File: config.mk
export PLATFORM = sky130hd
export DESIGN_NAME = pipelined_rv_core
export DESIGN_NICKNAME = d
export VERILOG_FILES = /design/src/rtl/pipelined_rv_core.sv
export SDC_FILE = /design/constraint.sdc
export NUM_CORES = 2
export LEC_CHECK = 0
export BUFFER_PORTS_ARGS = -buffer_cell sky130_fd_sc_hd__buf_2
export CAP_MARGIN = 25
export CORE_AREA = 5 5 364 295
export DETAILED_ROUTE_END_ITERATION = 7
export DIE_AREA = 0 0 369 300
export PLACE_DENSITY = 0.83
export SETUP_SLACK_MARGIN = 0.1
export SLEW_MARGIN = 20
export SYNTH_ARGS = -nofsm -noshare
export SYNTH_HDL_FRONTEND = slang
export SYNTH_SLANG_ARGS = --single-unit
File: constraint.sdc
create_clock -name clk -period 4.99 [get_ports clk]
set_clock_uncertainty 0.15 [all_clocks]
set_input_delay 0.499 -clock clk [delete_from_list [all_inputs] [get_ports clk]]
set_output_delay 0.499 -clock clk [all_outputs]
set_load 0.01 [all_outputs]
File: src/rtl/pipelined_rv_core.sv
// rtl/pipelined_rv_core.sv - three-stage (IF/EX/WB) RV32I-subset core with loadable imem
// Forwarding covers the only hazard: EX reading the register that WB is committing.
module pipelined_rv_core #(
  parameter int XLEN       = 16,
  parameter int NREGS      = 32,
  parameter int IMEM_DEPTH = 16
) (
  input  logic                          clk,
  input  logic                          rst,
  input  logic                          hold,
  input  logic                          load_en,
  input  logic [$clog2(IMEM_DEPTH)-1:0] load_addr,
  input  logic [31:0]                   load_data,
  output logic [XLEN-1:0]               out,
  output logic                          out_valid,
  output logic [$clog2(IMEM_DEPTH)-1:0] pc_out
);
  localparam int RAW     = $clog2(NREGS);
  localparam int IMEM_AW = $clog2(IMEM_DEPTH);
  localparam int SHW     = $clog2(XLEN);

  logic [31:0]        imem [IMEM_DEPTH];
  logic [XLEN-1:0]    regs [NREGS];
  logic [IMEM_AW-1:0] pc, ifex_pc;
  logic [31:0]        ifex_instr;
  logic               exwb_wen;
  logic [RAW-1:0]     exwb_rd;
  logic [XLEN-1:0]    exwb_result;

  logic [6:0]         opcode, funct7;
  logic [2:0]         funct3;
  logic [RAW-1:0]     rs1, rs2, rd;
  logic signed [11:0] imm12;
  logic signed [12:0] imm_b, boff;
  logic [XLEN-1:0]    imm_i, a, b;
  logic [IMEM_AW-1:0] target;
  logic               wen_ex, taken;
  logic [XLEN-1:0]    res_ex;
  logic               frozen;

  assign opcode = ifex_instr[6:0];
  assign funct3 = ifex_instr[14:12];
  assign funct7 = ifex_instr[31:25];
  assign rd     = ifex_instr[7 +: RAW];
  assign rs1    = ifex_instr[15 +: RAW];
  assign rs2    = ifex_instr[20 +: RAW];
  assign imm12  = ifex_instr[31:20];
  assign imm_i  = XLEN'(imm12);
  assign imm_b  = {ifex_instr[31], ifex_instr[7], ifex_instr[30:25], ifex_instr[11:8], 1'b0};
  assign boff   = imm_b >>> 2;
  assign target = ifex_pc + IMEM_AW'(boff);
  assign frozen = hold || load_en;

  // x0 reads as zero and is never forwarded, so the rs==0 test comes first
  assign a = (rs1 == '0) ? '0 : (exwb_wen && exwb_rd == rs1) ? exwb_result : regs[rs1];
  assign b = (rs2 == '0) ? '0 : (exwb_wen && exwb_rd == rs2) ? exwb_result : regs[rs2];

  always_comb begin
    wen_ex = 1'b0;
    res_ex = '0;
    taken  = 1'b0;
    case (opcode)
      7'b0010011: begin
        wen_ex = 1'b1;
        case (funct3)
          3'b000:  res_ex = a + imm_i;
          3'b010:  res_ex = {{(XLEN-1){1'b0}}, $signed(a) < $signed(imm_i)};
          3'b100:  res_ex = a ^ imm_i;
          3'b110:  res_ex = a | imm_i;
          3'b111:  res_ex = a & imm_i;
          default: wen_ex = 1'b0;
        endcase
      end
      7'b0110011: begin
        wen_ex = 1'b1;
        case ({funct7, funct3})
          {7'h00, 3'b000}: res_ex = a + b;
          {7'h20, 3'b000}: res_ex = a - b;
          {7'h00, 3'b001}: res_ex = a << b[SHW-1:0];
          {7'h00, 3'b010}: res_ex = {{(XLEN-1){1'b0}}, $signed(a) < $signed(b)};
          {7'h00, 3'b100}: res_ex = a ^ b;
          {7'h00, 3'b101}: res_ex = a >> b[SHW-1:0];
          {7'h00, 3'b110}: res_ex = a | b;
          {7'h00, 3'b111}: res_ex = a & b;
          default:         wen_ex = 1'b0;
        endcase
      end
      7'b1100011: begin
        if (funct3 == 3'b000)      taken = (a == b);
        else if (funct3 == 3'b001) taken = (a != b);
      end
      default: ;
    endcase
  end

  // imem has no reset so a program survives a core reset
  always_ff @(posedge clk) begin
    if (rst && load_en) imem[load_addr] <= load_data;
  end

  always_ff @(posedge clk) begin
    if (!rst) begin
      pc          <= '0;
      ifex_pc     <= '0;
      ifex_instr  <= '0;
      exwb_wen    <= 1'b0;
      exwb_rd     <= '0;
      exwb_result <= '0;
      for (int i = 0; i < NREGS; i++) regs[i] <= '0;
    end else begin
      if (exwb_wen && exwb_rd != '0) regs[exwb_rd] <= exwb_result;
      if (frozen) begin
        exwb_wen    <= 1'b0;
        exwb_rd     <= '0;
        exwb_result <= '0;
      end else begin
        exwb_wen    <= wen_ex;
        exwb_rd     <= rd;
        exwb_result <= res_ex;
        if (taken) begin
          pc         <= target;
          ifex_pc    <= '0;
          ifex_instr <= '0;
        end else begin
          pc         <= pc + 1'b1;
          ifex_pc    <= pc;
          ifex_instr <= imem[pc];
        end
      end
    end
  end

  assign out       = exwb_result;
  assign out_valid = exwb_wen && (exwb_rd != '0);
  assign pc_out    = pc;
endmodule

==> metrics.txt <==
Final Max Slew Viols 0; Die W 369 um; vias in the first global route 39,874; Buf/Inv on CP 6; total gr overflow 0; drt drc 2; Tot GR Track Use 0.339; Starting Density 0.544; global-route wire length before repair 275,000 um; FP Rows 106; most used cell, CP buf_6; most frequent cells in the layout edfxtp_1, and2_1, buf_4, mux4_2, mux2i_1; fin nets 4,398; slew of the pin with the lowest slew margin 1.05 ns; sequential area share after synthesis 0.573; critical path's slowest cell mux4_2; CP cell instances buf_6 > buf_12 > mux4_2 > mux4_2 > mux2i_4 > buf_6 > nand2_4 > o21ai_4 > or2_4 > ha_4 > buf_6 > nand4_1 > buf_4 > nor2_4 > nand4_1 > o21a_2 > o2111ai_4 > nand3_4 > buf_12 > o21ai_0; max_cap viols 0; Ys Warns 0; arrival time at the worst endpoint 5.42 ns; Synth Flop Type edfxtp_1; PnR Total Power 23.2 mW; status finished, violations left; failing checks DRC, setup timing; num ports 61; pwr dens 352 nW/um^2; Syn-to-layout area delta 17.2%; CTS Buf Count 103; Tmin final 5.05 ns; Final WS setup -0.0576 ns; number of fill cells 6,811; placed insts 5,387; remaining antenna violation count 0; static leakage 22.6 nW; DR vias 40,693; slew margin rel. 0.299; Clk pin slew, worst setup/hold paths 0.07 ns; max frequency 0.198 GHz; IO Port Bufs 60; CP Capture Type flop; Vias/cell 7.15; ratio of final minimum period to clock period 1.01; CTS sink cnt 1,100; first drt pass iteration count 8; RSZ-0062 raised after global routing yes; layout cells sized above 1 0.303; largest net degree at the start of global routing 52; placed wire-length estimate 121,000 um; Core ar. 103,000 sq um; Post-Syn Instances 3,872; Worst Path Max Fanout 8; CP peak stage delay 0.52 ns; Hold Vio Cnt, Final 0; die height 300 um; routed wire length 194,000 um; CTS tree yes; Distinct cells, synth 99; initial drt markers 7,246; synthesized area per cell 14.5 sq um; Post-synth EDFFs 1,024; #FFs+latches synth 1,100; clock buffer depth 3; WS Path Type flop to flop; Syn Std Cell Area 56,300 sq um; die area 111,000 sq um; CP Launch Type flop; H-Tree Depth 3; Clk Tree Root Cell clkbuf_16; clk_lat worst skew 0.74 ns; Final Setup Violations 4; antenna violations before repair 6; critical path required time 5.36 ns; delay-heaviest family, CP multiplexers; worst hold path class input port to flop; asr flop ratio synth 0; most common cell after layout, fill and taps aside edfxtp_1; Finished Layout Cells 5,695; GPL Wtd Cong 1.04; Peak VDD IR 0.359 mV; Routed WL per cell 34.0 um
[cells by family (layout without fill, tap and decap cells)]
kind of cell               after synthesis  count (layout)  synth area share
adders and majority gates              107             107            0.0243
AOI/OAI and AO/OA                      518             518            0.0621
DFF                                   1100            1100             0.573
muxes                                  659             659             0.203
and+or+nand+nor                       1026            1026            0.0976
xor gates and xnor gates                32              32           0.00498
other                                    1              21         0.0000666
buffers and inverters                  429             882            0.0341
[synth_stat cells, drive strengths merged (5+ instances only)]
library cell     n  area (sq um)
o22ai           20           125
a21o             6          45.0
a32oi            6          86.3
xnor2           28           245
o21ai          122           614
nand4           13          81.3
a22oi           96           739
a221o            5          50.1
o211ai          13           103
nand2          161           604
nor3           104           521
and3            10          62.6
clkbuf         203           768
a31oi           13          81.3
a22o            12           105
o21bai          14           105
dfxtp           76          1520
nor2           165           643
mux4           379          8600
a221oi          11           103
or2             19           119
nor2b           13          81.3
a21oi          113           566
o221ai           6          52.6
mux2i          259          2610
edfxtp        1024         30700
inv            115           434
nor3b            6          45.0
o21a             6          45.0
and2           443          2770
a211oi          13          97.6
ha             103          1290
nand3           36           180
o31ai            6          45.0
nand2b          21           131
a2111oi          6          71.3
mux2            21           236
or3             10          62.6
buf            108           706
nor4            10          62.6
[layout make-up]
cell class / count / area (sq um) / share of cell area
sequential: 1100 / 32300 / 0.490
inverter: 118 / 449 / 0.00681
clock inverter: 64 / 668 / 0.0101
antenna: 5 / 12.5 / 0.000190
multi-input combinational: 2358 / 23100 / 0.350
clock buffer: 130 / 2790 / 0.0423
tap: 1350 / 1690 / 0.0256
timing repair buffer: 570 / 4920 / 0.0746
[worst reg2reg max path, cell delays in order (launching register included)]
cell and delay [ns]:
dfxtp_4 0.49, buf_6 0.15, buf_12 0.13, mux4_2 0.51
mux4_2 0.52, mux2i_4 0.22, buf_6 0.16, nand2_4 0.06
o21ai_4 0.07, or2_4 0.20, ha_4 0.17, buf_6 0.09
nand4_1 0.14, buf_4 0.20, nor2_4 0.09, nand4_1 0.19
o21a_2 0.31, o2111ai_4 0.26, nand3_4 0.15, buf_12 0.19
o21ai_0 0.46
[flip-flops by register name, summed over array words and instances, names as in the netlist, named ones only]
name        flops
exwb_rd         5
exwb_wen        1
ifex_instr     32
ifex_pc         4
imem          512
out            16
pc_out          4
regs          512
[per-layer routing]
metal	vias up	global-route usage	routed length [um]
met5	-	0	0
met4	0	0.158	11400
met3	832	0.120	32200
met2	4258	0.491	84100
met1	19870	0.463	66000
li1	15733	-	-
[final timing paths]
kind                                start                       to  slack (ns)  cells past startpoint
setup / recovery                     flop                     flop       -0.06                     20
hold / removal              load_data[24]   imem[13][24]$_DFFE_PP_        0.04                      1
setup reg to reg                     flop                     flop       -0.06                     20
hold reg to reg   ifex_pc[3]$_SDFFE_PN0N_  ifex_pc[3]$_SDFFE_PN0N_        0.33                      2
[through the flow]
| step | instance area (sq um) | TNS [ns] | util | hold slack [ns] | setup WS [ns] |
|---|---|---|---|---|---|
| CTS | 64900 | 0 | 0.627 | 0.00361 | 0.0511 |
| floorplan | 56400 | 0 | - | 0.267 | 0.101 |
| global placement | 60500 | -2.51 | 0.584 | 0.287 | -0.584 |
| global route | 65900 | -1.13 | 0.637 | 0.0243 | -0.204 |
| detailed placement | 60500 | -3.09 | 0.585 | 0.309 | -0.662 |
| finish | 65900 | -0.157 | 0.637 | 0.0371 | -0.0576 |
[power breakdown]
part | internal, mW | switching (mW) | leakage (nW) | total, mW
Clock | 4.43 | 3.73 | 1.69 | 8.16
Sequential | 10.3 | 0.228 | 10.2 | 10.6
Combinational | 1.90 | 2.56 | 10.7 | 4.46
[what timing repair did]
action                     CTS  global route
hold buffers                30             0
hold endpoints to repair   418             0
setup endpoints to repair   42            55
gates cloned                 2             2
gates resized for setup     91           136
setup buffers               16            56
pin swaps                   15            45
(Power assumes the default switching activity.)
